**src/rtl/gpu_sram_arbiter.sv**
```systemverilog
// Two-requester SRAM arbiter for the GPU draw/clear engines, yielding to display scan.
// Define GPU_ARB_ROUND_ROBIN_EN for burst-limited round-robin; otherwise requester 0 has fixed priority.
module gpu_sram_arbiter #(
  parameter int BURST_MAX = 4
) (
  input  logic        I_CLK,
  input  logic        I_RST_N,
  input  logic        I_VIDEO_ON,
  input  logic        I_REQ0_VALID,
  input  logic        I_REQ0_WE,
  input  logic [17:0] I_REQ0_ADDR,
  input  logic [15:0] I_REQ0_DATA,
  input  logic        I_REQ1_VALID,
  input  logic        I_REQ1_WE,
  input  logic [17:0] I_REQ1_ADDR,
  input  logic [15:0] I_REQ1_DATA,
  output logic        O_REQ0_READY,
  output logic        O_REQ1_READY,
  output logic        O_RD_VALID0,
  output logic        O_RD_VALID1,
  output logic [15:0] O_RD_DATA,
  input  logic [15:0] I_GPU_DATA,
  output logic [15:0] O_GPU_DATA,
  output logic [17:0] O_GPU_ADDR,
  output logic        O_GPU_WRITE,
  output logic        O_GPU_READ,
  output logic        O_OWNER
);

  // state | meaning
  // IDLE  | no request pending
  // SERVE | a grant is active
  // BLANK | display scan owns the SRAM, no READY
  typedef enum logic [1:0] {S_IDLE, S_SERVE, S_BLANK} state_t;

  state_t state;
  logic   arb_en;
  logic   any_valid;
  logic   both_valid;
  logic   sel;
  logic   accept;
  logic   sel_we;

  assign arb_en     = I_RST_N & ~I_VIDEO_ON;
  assign any_valid  = I_REQ0_VALID | I_REQ1_VALID;
  assign both_valid = I_REQ0_VALID & I_REQ1_VALID;

`ifdef GPU_ARB_ROUND_ROBIN_EN
  localparam int CW = $clog2(BURST_MAX + 1);
  logic [CW-1:0] burst_cnt;

  always_comb begin
    sel = I_REQ1_VALID;
    if (both_valid) begin
      if (state != S_SERVE)
        sel = ~O_OWNER;
      else if (burst_cnt == CW'(BURST_MAX))
        sel = ~O_OWNER;
      else
        sel = O_OWNER;
    end
  end

  always_ff @(posedge I_CLK or negedge I_RST_N) begin
    if (!I_RST_N) begin
      burst_cnt <= '0;
    end else if (I_VIDEO_ON || !any_valid) begin
      burst_cnt <= '0;
    end else if (accept) begin
      if (sel != O_OWNER)
        burst_cnt <= CW'(1);
      else if (burst_cnt != CW'(BURST_MAX))
        burst_cnt <= burst_cnt + CW'(1);
    end
  end
`else
  // Fixed priority needs neither the burst limit nor the FSM state for selection.
  localparam int unused_burst_max = BURST_MAX;
  logic unused_state;
  assign unused_state = ^state;

  always_comb begin
    sel = I_REQ1_VALID & ~I_REQ0_VALID;
  end
`endif

  assign O_REQ0_READY = arb_en & I_REQ0_VALID & ~sel;
  assign O_REQ1_READY = arb_en & I_REQ1_VALID & sel;
  assign accept       = O_REQ0_READY | O_REQ1_READY;
  assign sel_we       = sel ? I_REQ1_WE : I_REQ0_WE;

  // O_OWNER doubles as the read-return tag: it is updated on the same edge that launches O_GPU_READ.
  always_ff @(posedge I_CLK or negedge I_RST_N) begin
    if (!I_RST_N) begin
      state       <= S_IDLE;
      O_OWNER     <= 1'b0;
      O_GPU_ADDR  <= '0;
      O_GPU_DATA  <= '0;
      O_GPU_WRITE <= 1'b0;
      O_GPU_READ  <= 1'b0;
      O_RD_VALID0 <= 1'b0;
      O_RD_VALID1 <= 1'b0;
      O_RD_DATA   <= '0;
    end else begin
      if (I_VIDEO_ON)
        state <= S_BLANK;
      else if (any_valid)
        state <= S_SERVE;
      else
        state <= S_IDLE;

      O_GPU_WRITE <= accept & sel_we;
      O_GPU_READ  <= accept & ~sel_we;
      if (accept) begin
        O_OWNER    <= sel;
        O_GPU_ADDR <= sel ? I_REQ1_ADDR : I_REQ0_ADDR;
        O_GPU_DATA <= sel ? I_REQ1_DATA : I_REQ0_DATA;
      end

      O_RD_VALID0 <= O_GPU_READ & ~O_OWNER;
      O_RD_VALID1 <= O_GPU_READ & O_OWNER;
      if (O_GPU_READ)
        O_RD_DATA <= I_GPU_DATA;
    end
  end

endmodule

```
**config.mk**
```make
export PLATFORM = sky130hd
export DESIGN_NAME = gpu_sram_arbiter
export DESIGN_NICKNAME = d
export VERILOG_FILES = /design/src/rtl/gpu_sram_arbiter.sv
export SDC_FILE = /design/constraint.sdc
export NUM_CORES = 1
export LEC_CHECK = 0
export CORE_ASPECT_RATIO = 0.9
export CORE_MARGIN = 1.5
export CORE_UTILIZATION = 35
export CTS_CLUSTER_DIAMETER = 30
export DETAILED_ROUTE_END_ITERATION = 10
export GPL_TIMING_DRIVEN = 0
export PLACE_DENSITY = 0.86
export SLEW_MARGIN = 20
export SYNTH_ARGS = -nofsm -noshare
export SYNTH_HDL_FRONTEND = slang
export SYNTH_SLANG_ARGS = --single-unit
```
**constraint.sdc**
```tcl
create_clock -name I_CLK -period 2.38 [get_ports I_CLK]
set_clock_uncertainty 0.2 [all_clocks]
set_input_delay 0.476 -clock I_CLK [delete_from_list [all_inputs] [get_ports I_CLK]]
set_output_delay 0.476 -clock I_CLK [all_outputs]
set_load 0.05 [all_outputs]
```
# == After elaboration in Yosys (flattened, before gate mapping) ==
# Index checks and enable logic that the tools add are counted.
# word_totals
register_bits,55
in_bits,91
wordCells,27
# op_classes
muxes,3
n_bitwise,16
# op_table
cell,n
18-bit 2-to-1 mux,1
16-bit 2-to-1 mux,1
1-bit AND,10
1-bit NOT,5
1-bit 2-to-1 mux,1
1-bit bitwise OR,1

# == Longest topological paths before layout ==
# Gate-level depths: netlist of run 1.
# depth
depth_word,6
depth_mapped,5
depth_no_buf,3

# == Worst setup path before layout of run 1 ==
# OpenSTA, ideal clock, no wires.
# synth_timing
path_type,input-to-output
startpoint,input port I_REQ0_VALID
endpoint,output port O_REQ1_READY
arrival_time_ns,2.070
setup_slack_ns,-0.366
stages,4
cell_sequence,nand2b_1 -> buf_6 -> buf_8 -> nor3b_1
# synth_via
elab_chain_len,3
# synth_rtl
element,line_no,rtl
start: declaration,9,"input logic I_REQ0_VALID,"
1-bit NOT,83,sel = I_REQ1_VALID & ~I_REQ0_VALID;
1-bit AND,83,
1-bit AND,88,assign O_REQ1_READY = arb_en & I_REQ1_VALID & sel;
end: declaration,18,"output logic O_REQ1_READY,"
# Every way passes these cells.

# == Final worst setup path of run 1 ==
# layout_timing
startpoint,input port I_VIDEO_ON
endpoint,output port O_REQ0_READY
# layout_via
elab_chain_len,4
# layout_rtl
element,line_no,rtl
start: declaration,8,"input logic I_VIDEO_ON,"
1-bit NOT,44,assign arb_en = I_RST_N & ~I_VIDEO_ON;
1-bit AND,44,
1-bit AND (2 in series),87,assign O_REQ0_READY = arb_en & I_REQ0_VALID & ~sel;
end: declaration,17,"output logic O_REQ0_READY,"
# Every way passes these cells.

==> summary.txt, run 1 <==
Worst setup path
  – Worst setup SP type: input pin
  – Crit path kind: in -> out
  – Critical Path End Type: output port
  – Required time of the critical path: 1700 ps
  – R2R setup slack: 860 ps
  – Worst-case reg-to-reg path depth: 3
  – Reg-to-Reg Start: O_GPU_READ
  – Crit-path max FO: 3
  – Critical R2R Capture: O_RD_DATA[9]
  – Worst path arrival time: 1620 ps

Clock network
  – CTS buffer count: 5
  – Clock Path Buffers: 2
  – Root Driver: clkbuf_8
  – CTS tree: built
  – H-tree Lvls: 2
  – Clock Pin Slew Worst Setup and Hold Paths: 90 ps
  – Clock Latency Late Sink: 300 ps
  – Clk sink count: 55

Logic synthesis
  – Synth cell types: 16
  – Ys async rst share: 1.00
  – Mapped Cells: 161
  – Synth area leaders: dfrtp_1, mux2_4, mux2_2, buf_8, buf_4
  – Yosys top cell area share: 0.508
  – Seq/Total Area, Yosys: 0.508
  – Seq cells post-synth: 55
  – EDFF count, synth: 0
  – Syn Std Cell Area: 2710 µm²
  – Syn_nets: 252
  – Avg Cell Area, Syn: 16.8 µm²
  – Area leader, netlist: dfrtp_1
  – Main synth FF type: dfrtp_1
  – Warnings, synthesis: 0

Drt
  – Total vias in the final route: 1867
  – Drt via density: 4.53
  – Drt pass-1 iters: 3
  – Drc violations: 0
  – DR WL/cell: 14.5 µm
  – Initial DRC Count: 16
  – ANT nets after route: 0
  – Total wire length: 5980 µm

Timing
  – Final setup fails: 0
  – Final period util: 0.964
  – Max_slew headroom: 0.648
  – Slew Limit Fails: 0
  – Final hold slack: -134 ps
  – RSZ-0062 raised after global routing: false
  – Final Hold Viols: 55
  – PnR worst setup slack: 86.8 ps
  – Sum of negative setup slack: 0 ps
  – Min cycle time layout: 2290 ps
  – Fmax: 0.436 GHz
  – Worst-Margin Slew: 527 ps

Place
  – GPL Wtd Cong: 0.678
  – Port buffer count: 147
  – Pre-CTS setup slack: -687 ps
  – Dpl hpwl: 4620 µm

Hold path
  – HP Class: in -> async

Global route
  – Vias in the first global route: 1954
  – Tot GR Track Use: 0.147
  – Initial antenna violation count: 0
  – Grt ovf: 0
  – Largest net degree at the start of global routing: 58
  – First-pass GRT wire length: 9350 µm

Floorplan
  – Die H: 86.4 µm
  – Core footprint: 7510 µm²
  – Die area: 8270 µm²
  – I/O pin cnt: 148
  – # rows: 30
  – Initial Utilization: 0.361
  – Die width: 95.7 µm

Pwr
  – PD cells: 766 nW/µm²
  – Worst VDD drop: 0.000388 V
  – Leakage: 1.97 nW

Finish
  – Share of cells above drive strength 1: 0.339
  – Inserted Diodes: 0
  – Final #Nets: 406
  – Most frequent cells in the layout: clkdlybuf4s50_1, mux2_4, dfrtp_1
  – Most common cell after layout, fill and taps aside: clkdlybuf4s50_1
  – Area Overhead vs Synth: 63.6%

Flow run
  – Max-cap violations: 0

Run status
  – Status: finished with violations
  – Violated checks: hold timing
[cell usage after synthesis (2+ instances only)]
master	count
buf_2	2
buf_8	3
dfrtp_1	55
nor2b_1	3
mux2_4	56
buf_4	4
mux2_2	28
and2_1	2
[metal layers]
| layer | share of wire | vias to the layer above | track usage |
|---|---|---|---|
| met5 | 0 | - | 0 |
| li1 | - | 877 | - |
| met1 | 0.39 | 899 | 0.176 |
| met3 | 0.075 | 8 | 0.0368 |
| met4 | 0.014 | 0 | 0.0495 |
| met2 | 0.52 | 83 | 0.257 |
[power breakdown]
part           internal [mW]  total (mW)  switching, mW  leakage, nW
clock network          0.266       0.547          0.281       0.0515
logic                  0.717        1.62          0.906         1.27
registers               1.12        1.22          0.103        0.657
total                   2.10        3.39           1.29         1.97
[worst max-delay path by stage]
stage                       startpoint      endpoint  slack, ps  cells after the start
final                       I_VIDEO_ON  O_REQ0_READY         90                      4
after detailed placement  I_REQ0_VALID  O_REQ1_READY       -690                      6
after global routing        I_VIDEO_ON  O_REQ0_READY         40                      4
after CTS                 I_REQ0_VALID  O_REQ1_READY        -60                      6
after floorplan           I_REQ0_VALID  O_REQ1_READY        120                      4
after global placement         I_RST_N  O_REQ0_READY      -2360                      4
[critical path, cell delays in order]
cell             delay, ps
clkdlybuf4s50_1        470
nor2b_1                210
and2_2                 200
buf_2                  260
[per-stage QoR]
| step | instances | util | total power [mW] | hold WS (ps) | cell area, µm² |
|---|---|---|---|---|---|
| after global placement | 404 | 0.573 | 2.85 | 265 | 4300 |
| final | 412 | 0.590 | 3.39 | -134 | 4430 |
| after CTS | 412 | 0.588 | 3.43 | -111 | 4420 |
| after global routing | 412 | 0.590 | 3.55 | -101 | 4430 |
| after floorplan | 161 | - | 2.25 | -19.6 | 2710 |
| after detailed placement | 404 | 0.573 | 2.87 | 277 | 4300 |
[cells by family (layout without fill, tap and decap cells)]
family / Yosys count / count (layout) / share of synthesized area
DFF: 55 / 55 / 0.508
buffers and inverters: 10 / 165 / 0.0356
muxes: 85 / 85 / 0.431
and+or+nand+nor: 9 / 9 / 0.0208
AOI/OAI and AO/OA: 2 / 2 / 0.00462
[what timing repair did]
item,4_1_cts,5_1_grt
hold endpoints to repair,55,55
setup buffers,0,0
resized for setup,13,6
gates cloned,0,0
endpoints found under the setup margin,2,2
pin swaps,1,0
[state kept, by name, summed over array words and instances (netlist names)]
register	count
O_GPU_ADDR	18
O_GPU_DATA	16
O_RD_DATA	16
O_GPU_READ	1
O_GPU_WRITE	1
O_OWNER	1
O_RD_VALID0	1
O_RD_VALID1	1
[final cells by class]
class | count | area (µm²)
Tap cell | 96 | 120
Timing Repair Buffer | 147 | 1480
Fill cell | 617 | 3080
Sequential cell | 55 | 1380
Multi-Input combinational cell | 96 | 1250
Clock buffer | 8 | 100
Buffer | 10 | 101
Power figures use the tool's default switching activity.
==> inputs of run 2 (changes only) <==
--- a/config.mk
+++ b/config.mk
@@ -10,8 +10,8 @@
 export CORE_UTILIZATION = 35
 export CTS_CLUSTER_DIAMETER = 30
 export DETAILED_ROUTE_END_ITERATION = 10
+export DONT_BUFFER_PORTS = 1
 export GPL_TIMING_DRIVEN = 0
-export PLACE_DENSITY = 0.86
 export SLEW_MARGIN = 20
 export SYNTH_ARGS = -nofsm -noshare
 export SYNTH_HDL_FRONTEND = slang
==> run 2 against run 1 <==
Net effect:
- utilization shrank 19 points
- register-to-register slack got worse by 410 ps
- the flow now finishes without violations
- final area decreased by 33%
- sequential power increased by 58%
- via count decreased by 29%
- wire length shrank 8.3%
- die area unchanged
- largest power group is now sequential cells
- largest cell class is now sequential cells
==> summary.txt, run 2 (synthesis results as in run 1) <==
Floorplan
  – Die width: 95.7 µm (unchanged)
  – I/O pin cnt: 148 (unchanged)
  – Initial Utilization: 0.361 (unchanged)
  – Die H: 86.4 µm (unchanged)
  – Die area: 8270 µm² (unchanged)
  – # rows: 30 (unchanged)
  – Core footprint: 7510 µm² (unchanged)

Finish
  – Share of cells above drive strength 1: 0.614 (+0.275)
  – Fin util: 0.398 (-0.192)
  – Inserted Diodes: 0 (unchanged)
  – Largest regs: O_GPU_ADDR x18, O_GPU_DATA x16, O_RD_DATA x16
  – Reg with most FFs: O_GPU_ADDR
  – Final #Nets: 261 (-36%)
  – Most frequent cells in the layout: mux2_4, dfrtp_1, mux2_2
  – Most common cell after layout, fill and taps aside: mux2_4
  – Area Overhead vs Synth: 10.3%
  – Largest register FFs: 18 (unchanged)

Timing
  – Worst-Margin Slew: 832 ps (+306 ps)
  – Final Hold Viols: 0 (-100%)
  – Min cycle time layout: 2310 ps (+14.1 ps)
  – PnR worst setup slack: 72.7 ps (-14.1 ps)
  – RSZ-0062 raised after global routing: false
  – Sum of negative setup slack: 0 ps (unchanged)
  – Slew Limit Fails: 0 (unchanged)
  – Fmax: 0.433 GHz (-0.61%)
  – Final period util: 0.969 (+0.00591)
  – Final setup fails: 0 (unchanged)
  – Max_slew headroom: 0.443 (-0.205)

Global route
  – First-pass GRT wire length: 8090 µm (-14%)
  – Grt ovf: 0 (unchanged)
  – Largest net degree at the start of global routing: 56 (-3.4%)
  – Vias in the first global route: 1515 (-22%)
  – Tot GR Track Use: 0.132 (-0.0151)
  – Initial antenna violation count: 0 (unchanged)

Drt
  – Initial DRC Count: 27 (+11)
  – Total wire length: 5490 µm (-8.3%)
  – Drt via density: 4.97 (+9.6%)
  – DR WL/cell: 20.5 µm (+41%)
  – Drc violations: 0 (unchanged)
  – Drt pass-1 iters: 3 (unchanged)
  – ANT nets after route: 0 (unchanged)
  – Total vias in the final route: 1326 (-29%)

Run status
  – Status: completed

Worst setup path
  – R2R setup slack: 450 ps (-410 ps)
  – Worst setup SP type: input pin
  – Crit path kind: in -> out
  – Worst path arrival time: 1630 ps (about the same)
  – Worst setup path startpoint: I_REQ0_VALID
  – Required time of the critical path: 1700 ps (about the same)
  – Crit-path max FO: 10 (+7)
  – Critical Path End Type: output port
  – CP Capture Point: O_REQ1_READY
  – Worst-case reg-to-reg path depth: 3 (unchanged)
  – Critical R2R Capture: O_RD_DATA[14]
  – Reg-to-Reg Start: O_GPU_READ

Pwr
  – PD cells: 997 nW/µm² (+30%)
  – Worst VDD drop: 0.000323 V (-17%)
  – Leakage: 1.39 nW (-30%)

Place
  – Dpl hpwl: 4130 µm (-10%)
  – Port buffer count: 0 (-100%)
  – Pre-CTS setup slack: 46.9 ps (+734 ps)
  – GPL Wtd Cong: 0.663 (-2.1%)

Clock network
  – CTS buffer count: 5 (unchanged)
  – Clock Latency Late Sink: 310 ps (about the same)
  – Clock Path Buffers: 2 (unchanged)
  – Clock Pin Slew Worst Setup and Hold Paths: 100 ps (about the same)
  – H-tree Lvls: 2 (unchanged)
  – Clk sink count: 55 (unchanged)
  – CTS tree: built
  – Root Driver: clkbuf_8

Hold path
  – Hold Path Depth: 1
  – HP Class: in -> reg

Flow run
  – Max-cap violations: 0 (unchanged)
==> run 2: repair_timing <==
item                      4_1_cts  5_1_grt
setup buffers                   0        0
hold endpoints to repair       55        0
gates resized for setup         0        0
hold buffers                    2        0
==> run 2: worst min path at each step <==
| stage | start | endpoint | slack, ps |
|---|---|---|---|
| after global routing | I_GPU_DATA[3] | O_RD_DATA[3] | 80 |
| after global placement | I_RST_N | O_GPU_ADDR[10] | -20 |
| after CTS | I_GPU_DATA[0] | O_RD_DATA[0] | 100 |
| final | I_GPU_DATA[9] | O_RD_DATA[9] | 110 |
| after detailed placement | I_RST_N | O_GPU_ADDR[11] | -20 |
| after floorplan | I_RST_N | O_GPU_ADDR[0] | -20 |
==> run 2: area by class of cell <==
type | instances | area [µm²]
multi-input cells | 96 | 1240
repair buffers | 2 | 37.5
flip-flops and latches | 55 | 1380
plain buffers | 10 | 96.3
fillers | 696 | 4520
well taps | 96 | 120
clock inverters | 3 | 47.5
clock buffers | 5 | 68.8
==> run 2: worst max-delay path, stage by stage <==
cell and delay (ps):
nand2b_1 140, buf_6 160, buf_8 160, nor3b_2 700
==> run 2: report_power, final <==
part	internal, mW	switching (mW)	total (mW)	leakage, nW
clock	0.319	0.319	0.638	0.0587
sequential	1.11	0.821	1.93	0.657
combinational	0.285	0.125	0.410	0.674
total	1.71	1.26	2.98	1.39
==> run 2: metal layers <==
layer / global-route usage / vias to the layer above / share of wire
li1: - / 586 / -
met1: 0.157 / 668 / 0.38
met2: 0.227 / 67 / 0.53
met3: 0.0412 / 5 / 0.076
met4: 0.0414 / 0 / 0.013
met5: 0 / - / 0
==> run 2: metrics by stage <==
step / area [µm²] / std cells / hold WS (ps) / total power, mW
2_1_floorplan: 2710 / 161 / -19.6 / 2.25
3_3_place_gp: 2830 / 257 / -18.2 / 2.32
3_5_place_dp: 2830 / 257 / -17.9 / 2.34
4_1_cts: 2990 / 267 / 98.8 / 3.01
5_1_grt: 2990 / 267 / 77.7 / 3.12
6_report: 2990 / 267 / 111 / 2.98
